$ cat src/rtl/filt4_level_tx.sv
// Transmit side of the filt4 glitch-filter link. Each accepted bit is driven on y as a
// level held for HOLD enable ticks. A one-entry buffer lets back-to-back bits run gap-free.
module filt4_level_tx #(
    parameter int   HOLD     = 12,
    parameter logic IDLE_LVL = 1'b0
) (
    input  logic clk,
    input  logic rst,
    input  logic en,
    input  logic in_valid,
    input  logic in_bit,
    output logic in_ready,
    output logic y,
    output logic busy
);

    localparam int CW = $clog2(HOLD + 1);

    if (HOLD < 1 || HOLD > 255) begin : g_bad_hold
        $error("filt4_level_tx: HOLD must be in 1..255");
    end

    typedef enum logic {StIdle, StHold} state_t;

    state_t          r_state, w_state_d;
    logic [CW-1:0]   r_cnt, w_cnt_d;
    logic            r_y, w_y_d;
    logic            r_pend_bit, w_pend_bit_d;
    logic            r_pend_vld, w_pend_vld_d;
    logic            w_accept;
    logic            w_final;

    assign in_ready = !r_pend_vld;
    assign w_accept = in_valid && in_ready;
    assign w_final  = (r_state == StHold) && en && (r_cnt == CW'(HOLD - 1));
    assign y        = r_y;
    assign busy     = (r_state == StHold) || r_pend_vld;

    always_ff @(posedge clk or posedge rst) begin
        if (rst) begin
            r_state    <= StIdle;
            r_cnt      <= '0;
            r_y        <= IDLE_LVL;
            r_pend_bit <= 1'b0;
            r_pend_vld <= 1'b0;
        end else begin
            r_state    <= w_state_d;
            r_cnt      <= w_cnt_d;
            r_y        <= w_y_d;
            r_pend_bit <= w_pend_bit_d;
            r_pend_vld <= w_pend_vld_d;
        end
    end

    always_comb begin
        w_state_d    = r_state;
        w_cnt_d      = r_cnt;
        w_y_d        = r_y;
        w_pend_bit_d = r_pend_bit;
        w_pend_vld_d = r_pend_vld;
        unique case (r_state)
            StIdle: begin
                if (w_accept) begin
                    w_y_d     = in_bit;
                    w_cnt_d   = '0;
                    w_state_d = StHold;
                end
            end
            StHold: begin
                if (en) begin
                    w_cnt_d = r_cnt + CW'(1);
                end
                if (w_final) begin
                    // Pending bit wins; otherwise a same-cycle offer bypasses the buffer.
                    w_cnt_d = '0;
                    if (r_pend_vld) begin
                        w_y_d        = r_pend_bit;
                        w_pend_vld_d = 1'b0;
                    end else if (w_accept) begin
                        w_y_d = in_bit;
                    end else begin
                        w_state_d = StIdle;
                    end
                end else if (w_accept) begin
                    w_pend_bit_d = in_bit;
                    w_pend_vld_d = 1'b1;
                end
            end
            default: w_state_d = StIdle;
        endcase
    end

endmodule

$ cat config.mk
export PLATFORM = sky130hd
export DESIGN_NAME = filt4_level_tx
export DESIGN_NICKNAME = d
export VERILOG_FILES = /design/src/rtl/filt4_level_tx.sv
export SDC_FILE = /design/constraint.sdc
export NUM_CORES = 1
export LEC_CHECK = 0
export ABC_AREA = 1
export BUFFER_PORTS_ARGS = -buffer_cell sky130_fd_sc_hd__buf_2
export CELL_PAD_IN_SITES_DETAIL_PLACEMENT = 0
export CELL_PAD_IN_SITES_GLOBAL_PLACEMENT = 2
export CORE_UTILIZATION = 24
export DETAILED_ROUTE_END_ITERATION = 6
export GPL_TIMING_DRIVEN = 1
export PLACE_DENSITY_LB_ADDON = 0.08
export SYNTH_ARGS = -nofsm -noshare
export SYNTH_HDL_FRONTEND = slang
export SYNTH_SLANG_ARGS = --single-unit
$ cat constraint.sdc
create_clock -name clk -period 1.19 [get_ports clk]
set_input_delay 0.357 -clock clk [delete_from_list [all_inputs] [get_ports clk]]
set_output_delay 0.357 -clock clk [all_outputs]
set_load 0.05 [all_outputs]
Word level (Yosys, flattened, before mapping)
Index checks and enable logic that the tools add are counted.
{ "totals": {"reg_bits": 8, "in_bits": 5, "elab_cells": 35} }
{ "op_classes": {"add_sub_neg": 1, "n_eq_ne": 4, "n_mux": 14, "n_bitwise": 2, "reduce_logical": 9} }
{ "ops": {"columns": ["cell", "n"], "rows": [
  ["4-bit 2-to-1 mux", 3],
  ["1-bit 2-to-1 mux", 8],
  ["4-bit one-hot mux with 2 select lines", 1],
  ["4-bit by 1-bit adder with 4-bit output, second input constant", 1],
  ["4-bit equality test, second input constant", 1],
  ["1-bit one-hot mux with 2 select lines", 2],
  ["2-bit AND reduction", 2],
  ["1-bit logical AND", 3],
  ["3-bit by 2-bit != test with 1-bit output, second input constant", 1],
  ["3-bit AND reduction", 1],
  ["2-bit by 1-bit != test with 1-bit output, second input constant", 1],
  ["2-bit != test, second input constant", 1],
  ["1-bit NOT", 2],
  ["2-bit nonzero test", 1],
  ["1-bit logical NOT", 1],
  ["1-bit logical OR", 1]
]} }

Depth between registers and ports, before layout
{ "logic_depth": {"word_depth": 6, "depth_mapped": 9, "ltp_nobuf": 9} }

Worst setup path after synthesis
Ideal clock, no wire load.
{ "synth_path": {"kind": "reg2out", "start": "register r_pend_vld", "end": "output port busy", "arrival_time_ps": 955, "required_ps": 833, "setup_slack_ps": -122, "stages_incl_launch_ff": 3, "path_cell_list": "dfrtp_1 inv_2 nand2_1"} }
{ "synth_between": {"elab_chain_cells": 1} }
{ "synth_rtl": {"columns": ["element", "line", "text"], "rows": [
  ["start: declaration", "29", "logic r_pend_vld, w_pend_vld_d;"],
  ["start signal: assignment", "51", "r_pend_vld <= w_pend_vld_d;"],
  ["1-bit logical OR", "37", "assign busy = (r_state == StHold) || r_pend_vld;"],
  ["end: declaration", "14", "output logic busy"]
]} }
No other way between the ends.

Final worst setup path
Ends and elaborated chain as after synthesis.

==> results.json <==
{
  "ios": 8,
  "clock_path_buffers": 2,
  "critPathKind": "register to output port",
  "p_comb_share_pct": 54.6,
  "synth_top_area_cell": "dfrtp_1",
  "htreeDepth": 1,
  "num_antenna_cells": 0,
  "seqPwrFrac_pct": 31.2,
  "syn_to_final_growth_pct": 58.50,
  "hold_ws_ps": 48.60,
  "finalNetCount": 97,
  "die_height_um": 45.26,
  "clk_pin_slew_ps": 60,
  "synth_edf_count": 0,
  "drc": 0,
  "wl_um": 1186,
  "cts_tree": "built",
  "worstSetupEndpointType": "output port",
  "syn-cell-area_um2": 449.2,
  "yosysUniqueCellTypes": 13,
  "ir_drop_mv": 0.6902,
  "setup_violations": 3,
  "avgViaCountPerCell": 4.202,
  "yosys.area.top_type_share_pct": 44.57,
  "synthTopCellsByCount": "nand2_1, inv_1, nor2_1",
  "insertion_delay_ps": 260,
  "synthFlopType": "dfrtp_1",
  "postSynth.asyncResetShare_pct": 100.0,
  "grt_usage_pct": 13.85,
  "cts_inserted_buffers": 3,
  "nFillCells": 180,
  "rows": 15,
  "drive_gt1_share_pct": 39.33,
  "power.switching_mw": 0.6484,
  "synth_most_common_cell": "nand2_1",
  "antenna_found_initial": 0,
  "cp_max_fo": 3,
  "worstPathRequired_ps": 830,
  "p_total_mw": 1.534,
  "yosys_warnings": 0,
  "start_kind": "register",
  "drtAntennaViolNets": 0,
  "vias": 479,
  "violations": "setup timing",
  "synth_area_leaders": "dfrtp_1, nand2_1, inv_1, nor2_1, nand3_1",
  "maxSlewHeadroom_pct": 77.11,
  "wire_per_inst_um": 10.40,
  "first_pass_iters": 4,
  "cts.sinks": 8,
  "dpl_worst_slack_ps": -29.87,
  "power_leakage_nw": 0.3840,
  "dp_hpwl_um": 854.3,
  "grt_overflow": 0,
  "power.internal_mw": 0.8859,
  "switching_share_pct": 42.26,
  "synth_cells": 65,
  "hold_violations": 0,
  "finClkSkew_ps": 3.635,
  "dp.cells": 107,
  "yosysSeqAreaShare_pct": 44.57,
  "maxSlewViolCount": 0,
  "cts_hold_buffers": 0,
  "tightest_slew_ps": 342.9,
  "initial_core_util_pct": 25.73,
  "layoutNonFillerInstCount": 114,
  "status": "finished, violations left",
  "synth_nets": 71,
  "finalWorstSetupSlack_ps": -99.48,
  "postSynthAreaPerCell_um2": 6.910,
  "power_density_mw_per_mm2": 2155,
  "yosys_register_bits": 8,
  "hold_class": "input pin to async pin",
  "die_area_mm2": 0.002048,
  "finalCriticalPeriod_ps": 1289,
  "drtIter0Drc": 9,
  "grt_pass1_wl_um": 1938,
  "grt_pass1_vias": 466,
  "grt_max_degree": 9,
  "io_buffer_count": 7,
  "clockPowerShare_pct": 14.2,
  "die_x_um": 45.26,
  "root_buffer": "clkbuf_4",
  "rsz0062_at_grt": "yes",
  "min_period_over_period_pct": 108.4,
  "drv_cap": 0,
  "coreArea_mm2": 0.001745,
  "gp_congestion": 0.7061,
  "finalCoreUtilization_pct": 40.79,
  "cp.arrival_ps": 930,
  "fmax_mhz": 775.5
}
==> final timing paths <==
kind | startpoint | endpoint | slack (ps) | cells past startpoint
setup / recovery | r_pend_vld | busy | -100 | 3
hold / removal | rst | r_cnt[1] | 50 | 2
setup reg to reg | r_state | y | -10 | 9
hold reg to reg | r_pend_bit | r_pend_bit | 470 | 2
max in group asynchronous | rst | r_pend_bit | 890 | 2
min in group clk | in_bit | r_pend_bit | 350 | 3
==> cells by family after synthesis <==
kind of cell,Yosys count,synth area share [%]
adder cells (fa/ha/maj),1,2.785
XOR/XNOR,1,1.950
AND/OR/NAND/NOR,39,35.66
flip-flops,8,44.57
buffers and inverters,11,9.192
AO/OA/AOI/OAI,5,5.851
==> flip-flops by register name, summed over array words and instances, names as in the netlist <==
signal and flops:
r_cnt 4, r_pend_bit 1, r_pend_vld 1, r_state 1
y 1
==> metal layers <==
metal / GRT usage [%] / routed length (um) / up-vias / part of all wire (%)
li1: - / - / 251 / -
met1: 18.00 / 570 / 222 / 48
met2: 19.71 / 586 / 6 / 49
met3: 4.400 / 29 / 0 / 2.4
met4: 8.485 / 0 / 0 / 0
met5: 0 / 0 / - / 0
==> worst max-delay path, cell delays in order, from the launching register on <==
cell and delay, ps:
dfrtp_1 410, inv_4 70, nand2_2 60, buf_8 140
==> cells in the final DEF, fill, tap and decap left out <==
cell type | netlist | routed
inv_4 | 0 | 1
nand3b_1 | 1 | 1
inv_1 | 9 | 8
nor2_1 | 9 | 7
nand3_2 | 0 | 1
nand2_1 | 22 | 20
clkbuf_4 | 0 | 3
nand2_4 | 0 | 2
buf_8 | 0 | 1
nand3_1 | 6 | 5
nand2_2 | 1 | 1
buf_4 | 0 | 14
dfrtp_1 | 8 | 8
buf_6 | 0 | 2
o21ai_1 | 2 | 1
buf_2 | 0 | 4
inv_2 | 2 | 2
xor2_1 | 1 | 1
o22ai_1 | 1 | 1
ha_2 | 0 | 1
o21ai_0 | 2 | 2
nor2_2 | 0 | 1
o21ai_4 | 0 | 1
nor2_4 | 0 | 1
==> power groups by stage <==
stage | clock network (mW) | registers [mW] | logic, mW
finish | 0.217 | 0.479 | 0.838
global route | 0.243 | 0.490 | 0.938
CTS | 0.227 | 0.470 | 0.785
detailed placement | 0 | 0.472 | 0.687
global placement | 0 | 0.468 | 0.704
floorplan | 0 | 0.534 | 0.380
==> through the flow <==
step | setup TNS, ps | area (um2)
2_1_floorplan | 0 | 456.7
3_3_place_gp | -6.154 | 598.1
3_5_place_dp | -36.02 | 598.1
4_1_cts | -209.2 | 683.2
5_1_grt | -581.9 | 711.9
6_report | -197.6 | 711.9
==> area by class of cell <==
type | instances | area [um2] | share of cell area, %
Tap cell | 25 | 31.28 | 4.394
Clock buffer | 3 | 22.52 | 3.163
Timing Repair Buffer | 21 | 162.7 | 22.85
Multi-Input combinational cell | 46 | 251.5 | 35.33
Inverter | 11 | 43.79 | 6.151
Sequential cell | 8 | 200.2 | 28.12
==> what timing repair did <==
action / CTS / global route
endpoints found under the setup margin: 5 / 9
buffers inserted: 3 / 1
endpoints found under the hold margin: 0 / 0
gates resized for setup: 13 / 4
pin swaps: 2 / 3
Power figures use the tool's default switching activity.
